File: config.mk
export PLATFORM = sky130hd
export DESIGN_NAME = regfile_mp
export DESIGN_NICKNAME = d
export VERILOG_FILES = /design/src/rtl/regfile_pkg.sv /design/src/rtl/regfile_scoreboard.sv /design/src/rtl/regfile_mp.sv
export SDC_FILE = /design/constraint.sdc
export NUM_CORES = 2
export LEC_CHECK = 0
export CAP_MARGIN = 0
export CELL_PAD_IN_SITES_DETAIL_PLACEMENT = 1
export CELL_PAD_IN_SITES_GLOBAL_PLACEMENT = 1
export CORE_MARGIN = 2
export CORE_UTILIZATION = 31
export DETAILED_ROUTE_END_ITERATION = 6
export GPL_TIMING_DRIVEN = 0
export PLACE_DENSITY_LB_ADDON = 0.1
export SYNTH_ARGS = -nofsm -noshare
export SYNTH_HDL_FRONTEND = slang
export SYNTH_HIERARCHICAL = 1
export SYNTH_SLANG_ARGS = --single-unit
File: constraint.sdc
create_clock -name clk -period 75.7 [get_ports clk]
set_clock_uncertainty 0.05 [all_clocks]
set_input_delay 7.57 -clock clk [delete_from_list [all_inputs] [get_ports clk]]
set_output_delay 7.57 -clock clk [all_outputs]
set_load 0.01 [all_outputs]
File: src/rtl/regfile_pkg.sv
// Shared types and helpers for the multi-port register file.
// Holds the address-width function, default-sized typedefs and REG_ZERO.
package regfile_pkg;

  function automatic int calc_aw(input int n);
    return (n > 1) ? $clog2(n) : 1;
  endfunction

  localparam int DATA_W_DEF   = 32;
  localparam int NUM_REGS_DEF = 32;
  localparam int AW_DEF       = calc_aw(NUM_REGS_DEF);

  typedef logic [AW_DEF-1:0]     reg_addr_t;
  typedef logic [DATA_W_DEF-1:0] reg_data_t;

  localparam reg_addr_t REG_ZERO = '0;

endpackage

File: src/rtl/regfile_scoreboard.sv
// Pending-write scoreboard: one busy bit per register plus its popcount.
// Ports: wr_en_i/wr_addr_i (writeback clears), iss_en_i/iss_addr_i (issue
// sets), flush_i (clears all), busy_o (bits), hit_o (write-hit mask),
// busy_cnt_o (registered popcount).
module regfile_scoreboard
  import regfile_pkg::*;
#(
  parameter int NUM_REGS = 32,
  parameter int WR_PORTS = 2,
  parameter int AW       = calc_aw(NUM_REGS)
) (
  input  logic                         clk,
  input  logic                         rst,
  input  logic [WR_PORTS-1:0]          wr_en_i,
  input  logic [WR_PORTS-1:0][AW-1:0]  wr_addr_i,
  input  logic [WR_PORTS-1:0]          iss_en_i,
  input  logic [WR_PORTS-1:0][AW-1:0]  iss_addr_i,
  input  logic                         flush_i,
  output logic [NUM_REGS-1:0]          busy_o,
  output logic [NUM_REGS-1:0]          hit_o,
  output logic [AW:0]                  busy_cnt_o
);

  logic [NUM_REGS-1:0] r_busy;
  logic [AW:0]         r_cnt;
  logic [NUM_REGS-1:0] w_hit;
  logic [NUM_REGS-1:0] w_iss;
  logic [NUM_REGS-1:0] w_busy_d;
  logic [AW:0]         w_cnt_d;

  always_comb begin
    w_hit = '0;
    w_iss = '0;
    for (int k = 0; k < WR_PORTS; k++) begin
      if (wr_en_i[k])  w_hit[wr_addr_i[k]]  = 1'b1;
      if (iss_en_i[k]) w_iss[iss_addr_i[k]] = 1'b1;
    end
    w_hit[0] = 1'b0;
    // Issue after clear: a new producer outranks the retiring one.
    w_busy_d = (r_busy & ~w_hit) | w_iss;
    if (flush_i) w_busy_d = '0;
    w_busy_d[0] = 1'b0;
    w_cnt_d = '0;
    for (int r = 0; r < NUM_REGS; r++) begin
      w_cnt_d = w_cnt_d + {{AW{1'b0}}, w_busy_d[r]};
    end
  end

  always_ff @(posedge clk or posedge rst) begin
    if (rst) begin
      r_busy <= '0;
      r_cnt  <= '0;
    end else begin
      r_busy <= w_busy_d;
      r_cnt  <= w_cnt_d;
    end
  end

  assign busy_o     = r_busy;
  assign hit_o      = w_hit;
  assign busy_cnt_o = r_cnt;

endmodule

File: src/rtl/regfile_mp.sv
// Multi-port integer register file with optional write-to-read bypass.
// Ports: rd_addr_i/rd_data_o/rd_busy_o (comb reads), wr_* (sync writes),
// iss_* (scoreboard set), flush_i (scoreboard clear), busy_cnt_o.
module regfile_mp
  import regfile_pkg::*;
#(
  parameter int DATA_W   = 32,
  parameter int NUM_REGS = 32,
  parameter int RD_PORTS = 2,
  parameter int WR_PORTS = 2,
  parameter bit BYPASS   = 1'b1,
  parameter int AW       = calc_aw(NUM_REGS)
) (
  input  logic                            clk,
  input  logic                            rst,
  input  logic [RD_PORTS-1:0][AW-1:0]     rd_addr_i,
  output logic [RD_PORTS-1:0][DATA_W-1:0] rd_data_o,
  output logic [RD_PORTS-1:0]             rd_busy_o,
  input  logic [WR_PORTS-1:0]             wr_en_i,
  input  logic [WR_PORTS-1:0][AW-1:0]     wr_addr_i,
  input  logic [WR_PORTS-1:0][DATA_W-1:0] wr_data_i,
  input  logic [WR_PORTS-1:0]             iss_en_i,
  input  logic [WR_PORTS-1:0][AW-1:0]     iss_addr_i,
  input  logic                            flush_i,
  output logic [AW:0]                     busy_cnt_o
);

  localparam logic [AW-1:0] A0 = AW'(REG_ZERO);

  logic [DATA_W-1:0]   r_mem [NUM_REGS];
  logic [NUM_REGS-1:0] w_busy;
  logic [NUM_REGS-1:0] w_hit;

  regfile_scoreboard #(
    .NUM_REGS (NUM_REGS),
    .WR_PORTS (WR_PORTS),
    .AW       (AW)
  ) u_sb (
    .clk        (clk),
    .rst        (rst),
    .wr_en_i    (wr_en_i),
    .wr_addr_i  (wr_addr_i),
    .iss_en_i   (iss_en_i),
    .iss_addr_i (iss_addr_i),
    .flush_i    (flush_i),
    .busy_o     (w_busy),
    .hit_o      (w_hit),
    .busy_cnt_o (busy_cnt_o)
  );

  // Later ports are applied last, so the higher index wins.
  always_ff @(posedge clk or posedge rst) begin
    if (rst) begin
      for (int r = 0; r < NUM_REGS; r++) r_mem[r] <= '0;
    end else begin
      for (int k = 0; k < WR_PORTS; k++) begin
        if (wr_en_i[k] && wr_addr_i[k] != A0) begin
          r_mem[wr_addr_i[k]] <= wr_data_i[k];
        end
      end
    end
  end

  always_comb begin
    rd_data_o = '0;
    rd_busy_o = '0;
    for (int p = 0; p < RD_PORTS; p++) begin
      rd_data_o[p] = r_mem[rd_addr_i[p]];
      rd_busy_o[p] = w_busy[rd_addr_i[p]];
      if (BYPASS) begin
        if (w_hit[rd_addr_i[p]]) rd_busy_o[p] = 1'b0;
        for (int k = 0; k < WR_PORTS; k++) begin
          if (wr_en_i[k] && wr_addr_i[k] == rd_addr_i[p]) begin
            rd_data_o[p] = wr_data_i[k];
          end
        end
      end
      if (rd_addr_i[p] == A0) begin
        rd_data_o[p] = '0;
        rd_busy_o[p] = 1'b0;
      end
    end
  end

endmodule

==> reports/summary.txt <==
result of the run: finished with violations
failing checks: capacitance limit, slew limit
final setup margin: 55.10 ns
source of the worst hold timing path: r_mem[999]$_DFF_PP0_
Syn Area/Cell: 10.41 µm²
CTS Buf Count: 146
wire length of the first global-routing pass: 502.8 mm
core region area: 221,900 µm²
latest clock arrival within the worst-skew pair: 0.80 ns
starting utilization of the core area: 31.11%
via count of the first global-routing pass: 61,330
maximum number of pins on one net before global-route repair: 111
# Post-CTS Setup Buffers: 0
routed via count: 59,060
power density of the placed cells: 27.17 nW/µm²
met3 track demand over resource: 5.680%
synthesized cell area: 69,030 µm²
element type at the critical path end: output pin
total iterations of the first detailed-routing run: 5
top area cells in the synthesized netlist: sky130_fd_sc_hd__dfrtp_1 38%, sky130_fd_sc_hd__mux2i_1 16%, sky130_fd_sc_hd__mux4_2 13%, sky130_fd_sc_hd__a21oi_1 4.4%, sky130_fd_sc_hd__nor2_1 3.5%
Min-Delay Path Class: flop to flop
total number of clock tree sinks: 1,061
CTS H-tree depth: 4
Setup Slack @ Placement: 55.40 ns
Post-CTS Resized: 0
top cell type's share of synthesized area: 38.46%
final HPWL from detailed placement: 298.6 mm
global-route met1 utilization: 43.56%
WS Path Type: primary input to output pin
internal power summed over all cells: 1416 µW
number of vias per cell: 5.903
register bit count reported by yosys: 1,061
GP Congestion: 1.013
power share of the sequential group: 39.3%
Total Neg Setup Slack: 0 ns
max-cap viol count: 2
gate count after technology mapping: 6,631
number of filler instances in the final layout: 24,690
number of nets in the final layout: 7,021
Bufs on Longest Clock Path: 3
worst ir drop on vdd: 0.01450 mV
Final Core Density: 35.64%
fraction of registers with async set or reset after synthesis: 100.0%
final-report hold violation count: 0
fmax: 0.04855 GHz
ratio of final minimum period to clock period: 27.21%
total overflow reported by the global router: 0
ratio of cells with drive above 1 in the final layout: 14.75%
Final setup violation count: 0
unrepaired setup endpoints after global routing: false
top flip-flop cell by instance count after synthesis: sky130_fd_sc_hd__dfrtp_1
post-layout min period: 20.60 ns
hold buffer count at CTS: 0
detailed-route DRC error count: 0
critical path data arrival time: 12.98 ns
initial antenna violation count: 22
worst hold-check slack: 0.4237 ns
die outline width: 475.9 µm
power spent charging and discharging nets: 732.0 µW
GRT Util Overall: 31.94%
chip height: 475.9 µm
leading cell types in the layout, fill and taps excluded: 1,078 x sky130_fd_sc_hd__mux2i_1, 1,061 x sky130_fd_sc_hd__dfrtp_1, 645 x sky130_fd_sc_hd__nor2_1
DRC marker count from the first detailed-route iteration: 5,511
full die area: 226,500 µm²
clock power share: 34.2%
number of top-level pins: 173
Crit. Startpoint: rd_addr_i[2]
total number of yosys warnings: 6
buffer cell driving the clock tree root: sky130_fd_sc_hd__clkbuf_16
share of total power in combinational logic: 26.5%
count of cell types in the netlist: 71
headroom to the max-slew limit: -7.869%
relative area change from synthesis to final layout: 14.56%
final instance area: 79,080 µm²
highest net fanout along the worst path: 10
Port Buffers: 100
Leak Pwr: 0.03383 µW
library cell occupying the most area in the post-synthesis netlist: sky130_fd_sc_hd__dfrtp_1
Tightest Pin Transition: 1.618 ns
startpoint type of the worst setup path: primary input
reg-to-reg startpoint: u_sb/busy_o[24]$_DFF_PP0_
met2 capacity usage during global routing: 50.07%
overall routed net length: 366.0 mm
most common library cell in the layout ignoring fill and taps: sky130_fd_sc_hd__mux2i_1
number of pins with negative max-slew slack in the final report: 11
Sw Ratio: 34.07%
number of antenna-violating nets in the routed design: 0
drt wl/cell: 36.58 µm
number of enable-type register cells in the synthesized netlist: 0
TritonCTS clock tree: done
sequential share of the synthesized area: 38.46%
Clk pin slew, worst setup/hold paths: 0.05 ns
instance area at placement: 74,040 µm²
gr busiest metal: met2
WP data required: 68.08 ns
placement row count: 173
## final cells by class
class | count | area, µm² | share of cell area, %
antenna | 22 | 55.05 | 0.06962
buffer | 869 | 3882 | 4.910
clock buffer | 217 | 4451 | 5.628
clock inverter | 49 | 533.0 | 0.6740
inverter | 29 | 116.4 | 0.1471
multi-input combinational | 4673 | 38490 | 48.68
sequential | 1061 | 26550 | 33.57
tap | 2975 | 3722 | 4.707
timing repair buffer | 110 | 1276 | 1.614
## cell usage after synthesis (7+ instances only)
library cell,number
sky130_fd_sc_hd__a22o_1,62
sky130_fd_sc_hd__buf_2,172
sky130_fd_sc_hd__nor2_1,645
sky130_fd_sc_hd__o22ai_1,64
sky130_fd_sc_hd__xnor2_1,20
sky130_fd_sc_hd__mux2i_1,1078
sky130_fd_sc_hd__fa_1,23
sky130_fd_sc_hd__nand2_1,498
sky130_fd_sc_hd__mux2_1,46
sky130_fd_sc_hd__buf_4,40
sky130_fd_sc_hd__clkbuf_2,28
sky130_fd_sc_hd__buf_1,79
sky130_fd_sc_hd__mux2_4,44
sky130_fd_sc_hd__o221ai_1,64
sky130_fd_sc_hd__ha_1,7
sky130_fd_sc_hd__o21ai_0,400
sky130_fd_sc_hd__a221oi_1,57
sky130_fd_sc_hd__mux4_2,402
sky130_fd_sc_hd__nand3_1,10
sky130_fd_sc_hd__nor4_1,63
sky130_fd_sc_hd__nand4_1,9
sky130_fd_sc_hd__a22oi_1,19
sky130_fd_sc_hd__a21oi_1,612
sky130_fd_sc_hd__a211oi_1,64
sky130_fd_sc_hd__buf_6,29
sky130_fd_sc_hd__o22a_1,24
sky130_fd_sc_hd__clkbuf_1,521
sky130_fd_sc_hd__a221o_1,61
sky130_fd_sc_hd__nor2b_1,25
sky130_fd_sc_hd__dfrtp_1,1061
sky130_fd_sc_hd__nand3b_1,20
sky130_fd_sc_hd__or2_2,8
sky130_fd_sc_hd__inv_1,26
sky130_fd_sc_hd__nand4b_1,9
sky130_fd_sc_hd__mux2_2,32
sky130_fd_sc_hd__a32oi_1,114
sky130_fd_sc_hd__nand2b_1,50
sky130_fd_sc_hd__o211a_1,60
## per-stage QoR
step / power, µW / std cells
2_1_floorplan: 1170 / 6632
4_1_cts: 2144 / 9983
5_1_grt: 2231 / 9990
3_5_place_dp: 1400 / 9717
6_report: 2148 / 10010
3_3_place_gp: 1375 / 9707
## cells by family after synthesis
| logic type | synth area share [%] |
|---|---|
| buffers and inverters | 5.779 |
| AO/OA/AOI/OAI | 14.87 |
| other | 0.005433 |
| flip-flops | 38.46 |
| XOR/XNOR | 0.2918 |
| AND/OR/NAND/NOR | 8.815 |
| adder cells (fa/ha/maj) | 0.7939 |
| multiplexers | 30.98 |
## path summary, 6_finish.rpt
kind	slack (ns)	cells past startpoint	to
min in group asynchronous	7.18	2	r_mem[474]$_DFF_PP0_
hold reg to reg	0.42	1	r_mem[999]$_DFF_PP0_
setup / recovery	55.10	9	rd_data_o[21]
setup reg to reg	70.38	16	u_sb/busy_cnt_o[4]$_DFF_PP0_
hold / removal	0.42	1	r_mem[999]$_DFF_PP0_
max in group asynchronous	66.29	5	r_mem[100]$_DFF_PP0_
## routing by layer
metal / vias to the layer above / routed length [µm]
met2: 2096 / 165800
met1: 31330 / 161300
met3: 508 / 22800
met4: 4 / 16070
met5: - / 15
li1: 25120 / -
## power groups by stage
stage | clock [µW] | sequential, µW | combinational, µW
CTS | 748 | 836 | 559
global route | 768 | 859 | 605
detailed placement | 0 | 843 | 557
floorplan | 0 | 794 | 376
global placement | 0 | 834 | 541
finish | 736 | 843 | 569
## worst max-delay path, cell delays in order
cell                              delay [ns]
sky130_fd_sc_hd__clkdlybuf4s50_1        1.07
sky130_fd_sc_hd__buf_2                  0.67
sky130_fd_sc_hd__buf_2                  0.40
sky130_fd_sc_hd__nor2_1                 0.65
sky130_fd_sc_hd__clkbuf_1               0.96
sky130_fd_sc_hd__a211oi_1               0.38
sky130_fd_sc_hd__nor4_1                 0.34
sky130_fd_sc_hd__a221o_1                0.31
sky130_fd_sc_hd__clkdlybuf4s50_1        0.60
## flip-flops by register name, summed over array words and instances (netlist names)
register and flops:
u_sb/busy_cnt_o 6, r_mem 1024, u_sb/busy_o 31
Power figures use the tool's default switching activity.
